**config.mk**
```make
export PLATFORM = sky130hd
export DESIGN_NAME = switch_reader
export DESIGN_NICKNAME = d
export VERILOG_FILES = /design/src/rtl/sw_pkg.sv /design/src/rtl/sw_debounce.sv /design/src/rtl/switch_reader.sv
export SDC_FILE = /design/constraint.sdc
export NUM_CORES = 1
export LEC_CHECK = 0
export BUFFER_PORTS_ARGS = -buffer_cell sky130_fd_sc_hd__buf_2
export CORE_ASPECT_RATIO = 1.5
export CORE_MARGIN = 2
export CORE_UTILIZATION = 58
export CTS_BUF_LIST = sky130_fd_sc_hd__clkbuf_4
export DETAILED_ROUTE_END_ITERATION = 16
export GPL_TIMING_DRIVEN = 0
export HOLD_SLACK_MARGIN = 0.03
export PLACE_DENSITY = 0.8
export SYNTH_ARGS = -nofsm -noshare
export SYNTH_HDL_FRONTEND = slang
export SYNTH_SLANG_ARGS = --single-unit
export TNS_END_PERCENT = 30
```
**constraint.sdc**
```tcl
create_clock -name ledclk -period 3.3 [get_ports ledclk]
set_clock_uncertainty 0.05 [all_clocks]
set_input_delay 0.66 -clock ledclk [delete_from_list [all_inputs] [get_ports ledclk]]
set_output_delay 0.66 -clock ledclk [all_outputs]
set_load 0.01 [all_outputs]
```
**src/rtl/sw_pkg.sv**
```systemverilog
// Shared constants for the switch/button input peripheral: register sub-addresses
// and the debounce counter width helper.
package sw_pkg;

   localparam logic [1:0] SW_ADDR_SWITCH = 2'b00;
   localparam logic [1:0] SW_ADDR_BTN    = 2'b01;
   localparam logic [1:0] SW_ADDR_FLAGS  = 2'b10;
   localparam logic [1:0] SW_ADDR_COUNT  = 2'b11;

   // Bits needed to hold 0 .. n-1; never narrower than one bit.
   function automatic int clog2(input int n);
      int w;
      w = 1;
      while ((1 << w) < n) w++;
      return w;
   endfunction

endpackage

```
**src/rtl/sw_debounce.sv**
```systemverilog
// One-bit 2-flop synchroniser followed by a stability-counting debouncer.
// With SW_DEBOUNCE_EN undefined the counter is removed and the synchroniser output is used directly.
module sw_debounce #(
   parameter int DEBOUNCE_CYCLES = 20000
) (
   input  logic ledclk,
   input  logic ledrst,
   input  logic din,
   output logic dout
);

   if (DEBOUNCE_CYCLES < 2) begin : g_dc_check
      $error("sw_debounce: DEBOUNCE_CYCLES must be >= 2");
   end

   logic sync_p0;
   logic sync_p1;

   // Synchroniser stage: din is asynchronous to ledclk
   always_ff @(posedge ledclk or posedge ledrst) begin
      if (ledrst) begin
         sync_p0 <= 1'b0;
         sync_p1 <= 1'b0;
      end else begin
         sync_p0 <= din;
         sync_p1 <= sync_p0;
      end
   end

`ifdef SW_DEBOUNCE_EN
   localparam int CNT_W = sw_pkg::clog2(DEBOUNCE_CYCLES);
   localparam logic [CNT_W-1:0] CNT_MAX = CNT_W'(DEBOUNCE_CYCLES - 1);

   logic [CNT_W-1:0] cnt;
   logic             stable;

   // Debounce stage: accept a new level only after it persists DEBOUNCE_CYCLES edges
   always_ff @(posedge ledclk or posedge ledrst) begin
      if (ledrst) begin
         cnt    <= '0;
         stable <= 1'b0;
      end else if (sync_p1 != stable) begin
         if (cnt == CNT_MAX) begin
            stable <= sync_p1;
            cnt    <= '0;
         end else begin
            cnt <= cnt + CNT_W'(1);
         end
      end else begin
         cnt <= '0;
      end
   end

   assign dout = stable;
`else
   assign dout = sync_p1;
`endif

endmodule

```
**src/rtl/switch_reader.sv**
```systemverilog
// Memory-mapped switch/button reader on the LED IO bus: debounced levels, sticky press flags
// (clear-on-read) and a press counter. Debouncing is enabled by defining SW_DEBOUNCE_EN.
module switch_reader
   import sw_pkg::*;
#(
   parameter int SW_W            = 16,
   parameter int BTN_W           = 5,
   parameter int DEBOUNCE_CYCLES = 20000
) (
   input  logic             ledclk,
   input  logic             ledrst,
   input  logic             swcs,
   input  logic             swread,
   input  logic [1:0]       swaddr,
   input  logic [SW_W-1:0]  swin,
   input  logic [BTN_W-1:0] btnin,
   output logic [15:0]      swoutdata
);

   localparam int IN_W = SW_W + BTN_W;

   logic [IN_W-1:0]  raw_in;
   logic [IN_W-1:0]  deb;
   logic [SW_W-1:0]  sw_stable;
   logic [BTN_W-1:0] btn_stable;
   logic [BTN_W-1:0] btn_prev;
   logic [BTN_W-1:0] rise;
   logic [BTN_W-1:0] press_flags;
   logic [15:0]      press_count;
   logic [15:0]      rdata;
   logic             rd;

   assign raw_in = {btnin, swin};

   for (genvar i = 0; i < IN_W; i++) begin : g_in
      sw_debounce #(
         .DEBOUNCE_CYCLES (DEBOUNCE_CYCLES)
      ) u_deb (
         .ledclk (ledclk),
         .ledrst (ledrst),
         .din    (raw_in[i]),
         .dout   (deb[i])
      );
   end

   assign sw_stable  = deb[SW_W-1:0];
   assign btn_stable = deb[IN_W-1:SW_W];
   assign rise       = btn_stable & ~btn_prev;
   assign rd         = swcs & swread;

   always_comb begin
      rdata = '0;
      case (swaddr)
         SW_ADDR_SWITCH: rdata = 16'(sw_stable);
         SW_ADDR_BTN:    rdata = 16'(btn_stable);
         SW_ADDR_FLAGS:  rdata = 16'(press_flags);
         SW_ADDR_COUNT:  rdata = press_count;
         default:        rdata = '0;
      endcase
   end

   // Press capture and read-data register; a press landing on a flags read survives the clear
   always_ff @(posedge ledclk or posedge ledrst) begin
      if (ledrst) begin
         btn_prev    <= '0;
         press_flags <= '0;
         press_count <= '0;
         swoutdata   <= '0;
      end else begin
         btn_prev <= btn_stable;
         if (|rise) press_count <= press_count + 16'd1;
         if (rd && (swaddr == SW_ADDR_FLAGS)) press_flags <= rise;
         else                                  press_flags <= press_flags | rise;
         if (rd) swoutdata <= rdata;
      end
   end

endmodule

```
# --- Word-level counts from Yosys, hierarchy flattened ---
# Cells that the tools add are included.
word_totals:
  register_bits: 84
  wordCells: 59
classes:
  add_sub_neg: 1
  reduce_logical: 3
  mux: 2
  n_bitwise: 4
  eq_ne: 3
ops:
  columns: ["cell", "count"]
  rows:
  - ["$pmux W16 S4", 1]
  - ["$add A16 B1 Y16 const B", 1]
  - ["$and A5 B5 Y5", 1]
  - ["$mux W5", 1]
  - ["$not A5 Y5", 1]
  - ["$or A5 B5 Y5", 1]
  - ["$reduce_or A5 Y1", 1]
  - ["$eq A2 B2 Y1 const B", 2]
  - ["$eq A2 B1 Y1 const B", 1]
  - ["$logic_not A2 Y1", 1]
  - ["$and A1 B1 Y1", 1]
  - ["$logic_and A1 B1 Y1", 1]

# --- Depth between registers and ports, before layout ---
logic_depth:
  word_depth: 4
  mapped_depth: 6
  ltp_nobuf: 5

# --- Hierarchy ---
# A second synthesis with hierarchy kept.
hier_totals:
  hier_cells: 231
  area_unflattened_um2: 3099.2
modules_own_cells:
  columns: ["module", "seq_area_each_um2", "cells_per_inst", "n_inst", "area_per_inst_um2"]
  rows:
  - ["switch_reader", 1051.0, 168, 1, 1969.4]
  - ["sw_debounce", 50.0, 3, 21, 53.8]

# --- Least setup slack after synthesis ---
# No wires, ideal clock.
synth_timing:
  kind: "input port to flip-flop"
  startpoint: "input port swaddr[0]"
  endpoint: "register swoutdata[1]"
  t_required_ps: 3125
  arrival_time_ps: 1583
  setup_time_ps: 125
  slack_ps: 1542
  stages: 3
  path_cell_list: "buf_2 mux4_2 mux2_2"
synth_between:
  elab_chain_cells: 2
  word_cells_on_any_way: 5
synth_lines:
  columns: ["item", "line", "text"]
  rows:
  - ["start: declaration", "switch_reader.sv:14", "input logic [1:0] swaddr,"]
  - ["$eq A2 B2 Y1, or another cell as far along", "switch_reader.sv:53", "case (swaddr)"]
  - ["$pmux W16 S4 (*)", "switch_reader.sv:53", null]
  - ["end signal: assignment", "switch_reader.sv:74", "if (rd) swoutdata <= rdata;"]
  - ["end: declaration", "switch_reader.sv:17", "output logic [15:0] swoutdata"]
# Mark *: on every way between the ends. The rest lies on a longest branch, timed or not.
# A chain may end at the register's enable or synchronous reset.

# --- Final worst setup path ---
layout_timing:
  startpoint: "register swoutdata[2]"
  endpoint: "output port swoutdata[2]"
# No word-level cell between the ends.

==> key figures <==
Worst setup path
  – CP Data Required Time: 2590 ps
  – CP bufs+invs: 1
  – Peak fanout along the critical path: 2
  – Crit-path max cell delay: 400 ps
  – Worst setup path category: flop to output pin
  – Kind of cell adding the most delay to the critical path: flip-flops
  – Critical Path AT: 950 ps
  – Startpoint class of the critical path: flop
  – Critical Path Stages: 1
  – Register-to-Register Path Depth: 5
  – Crit. End Element: output pin
  – Reg-to-reg endpoint: press_count[12]
  – Slowest cell on crit path: dfrtp_1
  – R2r startpoint: press_count[0]
  – CP cell instances: buf_2
  – R2R Setup Slk: 1740 ps

Timing
  – Final period utilization: between 50 and 60%
  – Setup TNS: 0 ps
  – Max Clk Rate: 0.6040 GHz
  – Final setup viols: 0
  – Final Max Slew Viols: 0
  – RSZ-0062 raised after global routing: false
  – Hold slack final: 220.5 ps
  – Slew margin rel.: between 60% and 70%
  – Hold Violations, Final: 0
  – Fin crit period: approximately 1700 ps
  – Worst Tran Pin Value: 475.5 ps

Power and ir drop
  – Combinational share of power: 13.0%
  – Sw power: 0.5178 mW
  – Clock power frac: 26.9%
  – Sw Ratio: 25.68%
  – Max IR drop VDD: between 500 and 600 uV
  – Lkg Pwr: 1.562 nW
  – Sequential Power Share: 60.1%
  – Pwr Total: 2.016 mW
  – Internal power: 1.498 mW
  – Power Dens Cells: approximately 600 nW/um2

Synthesis
  – Ys Warns: 0
  – Post-synthesis simple-gate area fraction: a little over a tenth
  – Compound-Gate Fraction of Synth Area: just under 5%
  – Synth Area in XOR/XNOR: 4.213%
  – Largest family of logic cells by synthesized area: simple AND/OR/NAND/NOR gates
  – Mapped Area: between 2000 and 3000 um2
  – Mean post-synth cell area: 14.20 um2
  – Proportion of synthesized area in mux cells: 5.804%
  – Yosys cell types: 27
  – Post-Syn Instances: 205
  – Post-Synth Adder-Cell Area: 0.4299%
  – Seq/Total Area, Yosys: 72.23%
  – Seq cells post-synth: 84
  – Synthesized net count: 233

Floorplan
  – Ports: 43
  – Die width: 61.84 um
  – Starting Density: 60.03%
  – Die Y: 90.76 um
  – Die ar.: 5612 um2
  – Num rows: 31
  – Core Area: ~4800 um2

Global routing
  – Vias in the first global route: 1,626
  – Gr ovfl total: 0
  – Overall Global Routing Usage: between 10% and 20%
  – Initial antenna violation count: 0
  – Largest net degree at the start of global routing: 46
  – First-pass GRT wire length: 7.452 mm

Clock network
  – Max Root-Sink Buffers: 2
  – Clk slew on worst S/H paths: 110 ps
  – CTS Root Cell: clkbuf_4
  – Clock latency on the worst-skew pair: about 400 ps
  – H-tree Lvls: 3
  – Clock tree sinks: 84
  – Hold_buf cts: 0
  – CTS tree: built
  – TritonCTS Buffers: 9
  – Postcts setup bufs: 0
  – Post-CTS Resized: 0

Cells and area
  – Layout Nets: 285
  – Final Cell Area: 3346 um2
  – FILL cells: 360
  – Layout cells sized above 1: between 20% and 30%
  – Post-layout util: 69.01%
  – Area Overhead vs Synth: 14.96%
  – Diode count: 0

Detailed routing
  – Antenna Nets Post-Route: 0
  – DR vias: between 1.5k and 2k
  – Via density: 5.128
  – Drc violations: 0
  – Final WL: 4.449 mm
  – Drt pass-1 iters: 4
  – Initial drt markers: roughly 120
  – Drt wl/cell: 13.56 um

Place
  – Post-DP Area: approximately 3200 um2
  – RePlAce Congestion: 0.7262
  – Port buffer count: 40
  – HPWL after DPL: 3.234 mm

Outcome
  – Status: completed

Run
  – MaxCap Viol Count: 0

Hold path
  – Hold Crit Class: input pin to asynchronous set/reset pin
==> registers in the layout (all words and copies together) (netlist names) <==
signal and cells:
g_in.u_deb.sync_p0 21, swoutdata 16, g_in.u_deb.dout 21, press_flags 5, press_count 16, btn_prev 5
==> cell usage after synthesis <==
library cell	count	area (um2)
inv_1	1	3.750
nand3b_1	1	7.510
and2_0	1	6.260
mux2_2	5	56.30
and2_1	2	12.51
buf_2	4	20.02
clkbuf_1	5	18.77
nand4b_1	1	8.760
a22oi_1	11	82.58
and2b_1	1	7.510
nand2b_1	6	37.54
nor2b_1	1	6.260
xnor2_1	11	96.34
and3_1	3	18.77
nand2_1	31	116.4
mux4_2	5	112.6
xor2_1	3	26.28
nor4_2	1	12.51
and4_1	1	8.760
or3_1	1	6.260
ha_1	1	12.51
o21ai_0	12	60.06
nor2_1	2	7.510
nor3_1	1	5.000
dfrtp_1	84	2102
nand4_1	6	37.54
nand3_1	4	20.02
==> per-stage QoR <==
step / instances / setup WS [ps]
6_report: 328 / 1644
5_1_grt: 328 / 1567
4_1_cts: 328 / 1602
3_5_place_dp: 312 / 1408
3_3_place_gp: 311 / -351.9
2_1_floorplan: 205 / 424.9
==> power by group through the flow <==
stage	clock network (mW)	logic, mW	registers [mW]
detailed placement	0	0.265	1.23
finish	0.543	0.262	1.21
floorplan	0	0.168	1.23
CTS	0.562	0.269	1.21
global route	0.613	0.304	1.23
global placement	0	0.252	1.23
==> cell families (layout without fill, tap and decap cells) <==
family / Yosys count / in the layout
AO/OA/AOI/OAI: 23 / 23
XOR/XNOR: 14 / 14
adder cells (fa/ha/maj): 1 / 1
buffers and inverters: 10 / 67
flip-flops: 84 / 84
multiplexers: 10 / 10
AND/OR/NAND/NOR: 63 / 63
==> worst reg2reg max path: stages (launching register included) <==
cell     delay, ps
dfrtp_1        430
ha_1           190
and2_0         310
nand4_1        150
or3_1          320
nand2_1         70
==> how the worst max path moves through the flow <==
stage,endpoint,from,slack [ps]
after floorplan,btn_prev[0],ledrst,420
after global placement,g_in[15].u_deb.dout,ledrst,-350
after detailed placement,swoutdata[7],swaddr[0],1410
after CTS,swoutdata[2],swoutdata[2],1600
after global routing,swoutdata[11],swoutdata[11],1570
final,swoutdata[2],swoutdata[2],1640
==> routing by layer <==
metal  routed length, um  track usage, %  vias to the layer above
li1                    -               -                      811
met3                 160           6.447                        4
met1                1774           22.93                      834
met5                   0               0                        -
met2                2463           29.30                       33
met4                  51           9.220                        0
==> cells in the final DEF, fill, tap and decap left out, types with 2 or more instances in the layout <==
cell type  instances
a22oi_1           11
and2_1             2
and3_1             3
buf_2             44
clkbuf_1           5
clkbuf_4          10
clkinv_1           2
clkinv_2           2
dfrtp_1           84
mux2_2             5
mux4_2             5
nand2_1           31
nand2b_1           6
nand3_1            4
nand4_1            6
nor2_1             2
o21ai_0           12
xnor2_1           11
xor2_1             3
==> cell type report <==
type,count,area (um2),share of cell area [%]
clock inverters,6,55.05,1.645
multi-input cells,111,765.7,22.89
clock buffers,10,75.07,2.244
inverters,1,6.256,0.1870
plain buffers,9,38.79,1.159
well taps,66,82.58,2.468
repair buffers,41,220.2,6.582
flip-flops and latches,84,2102,62.83
(Power assumes the default switching activity.)
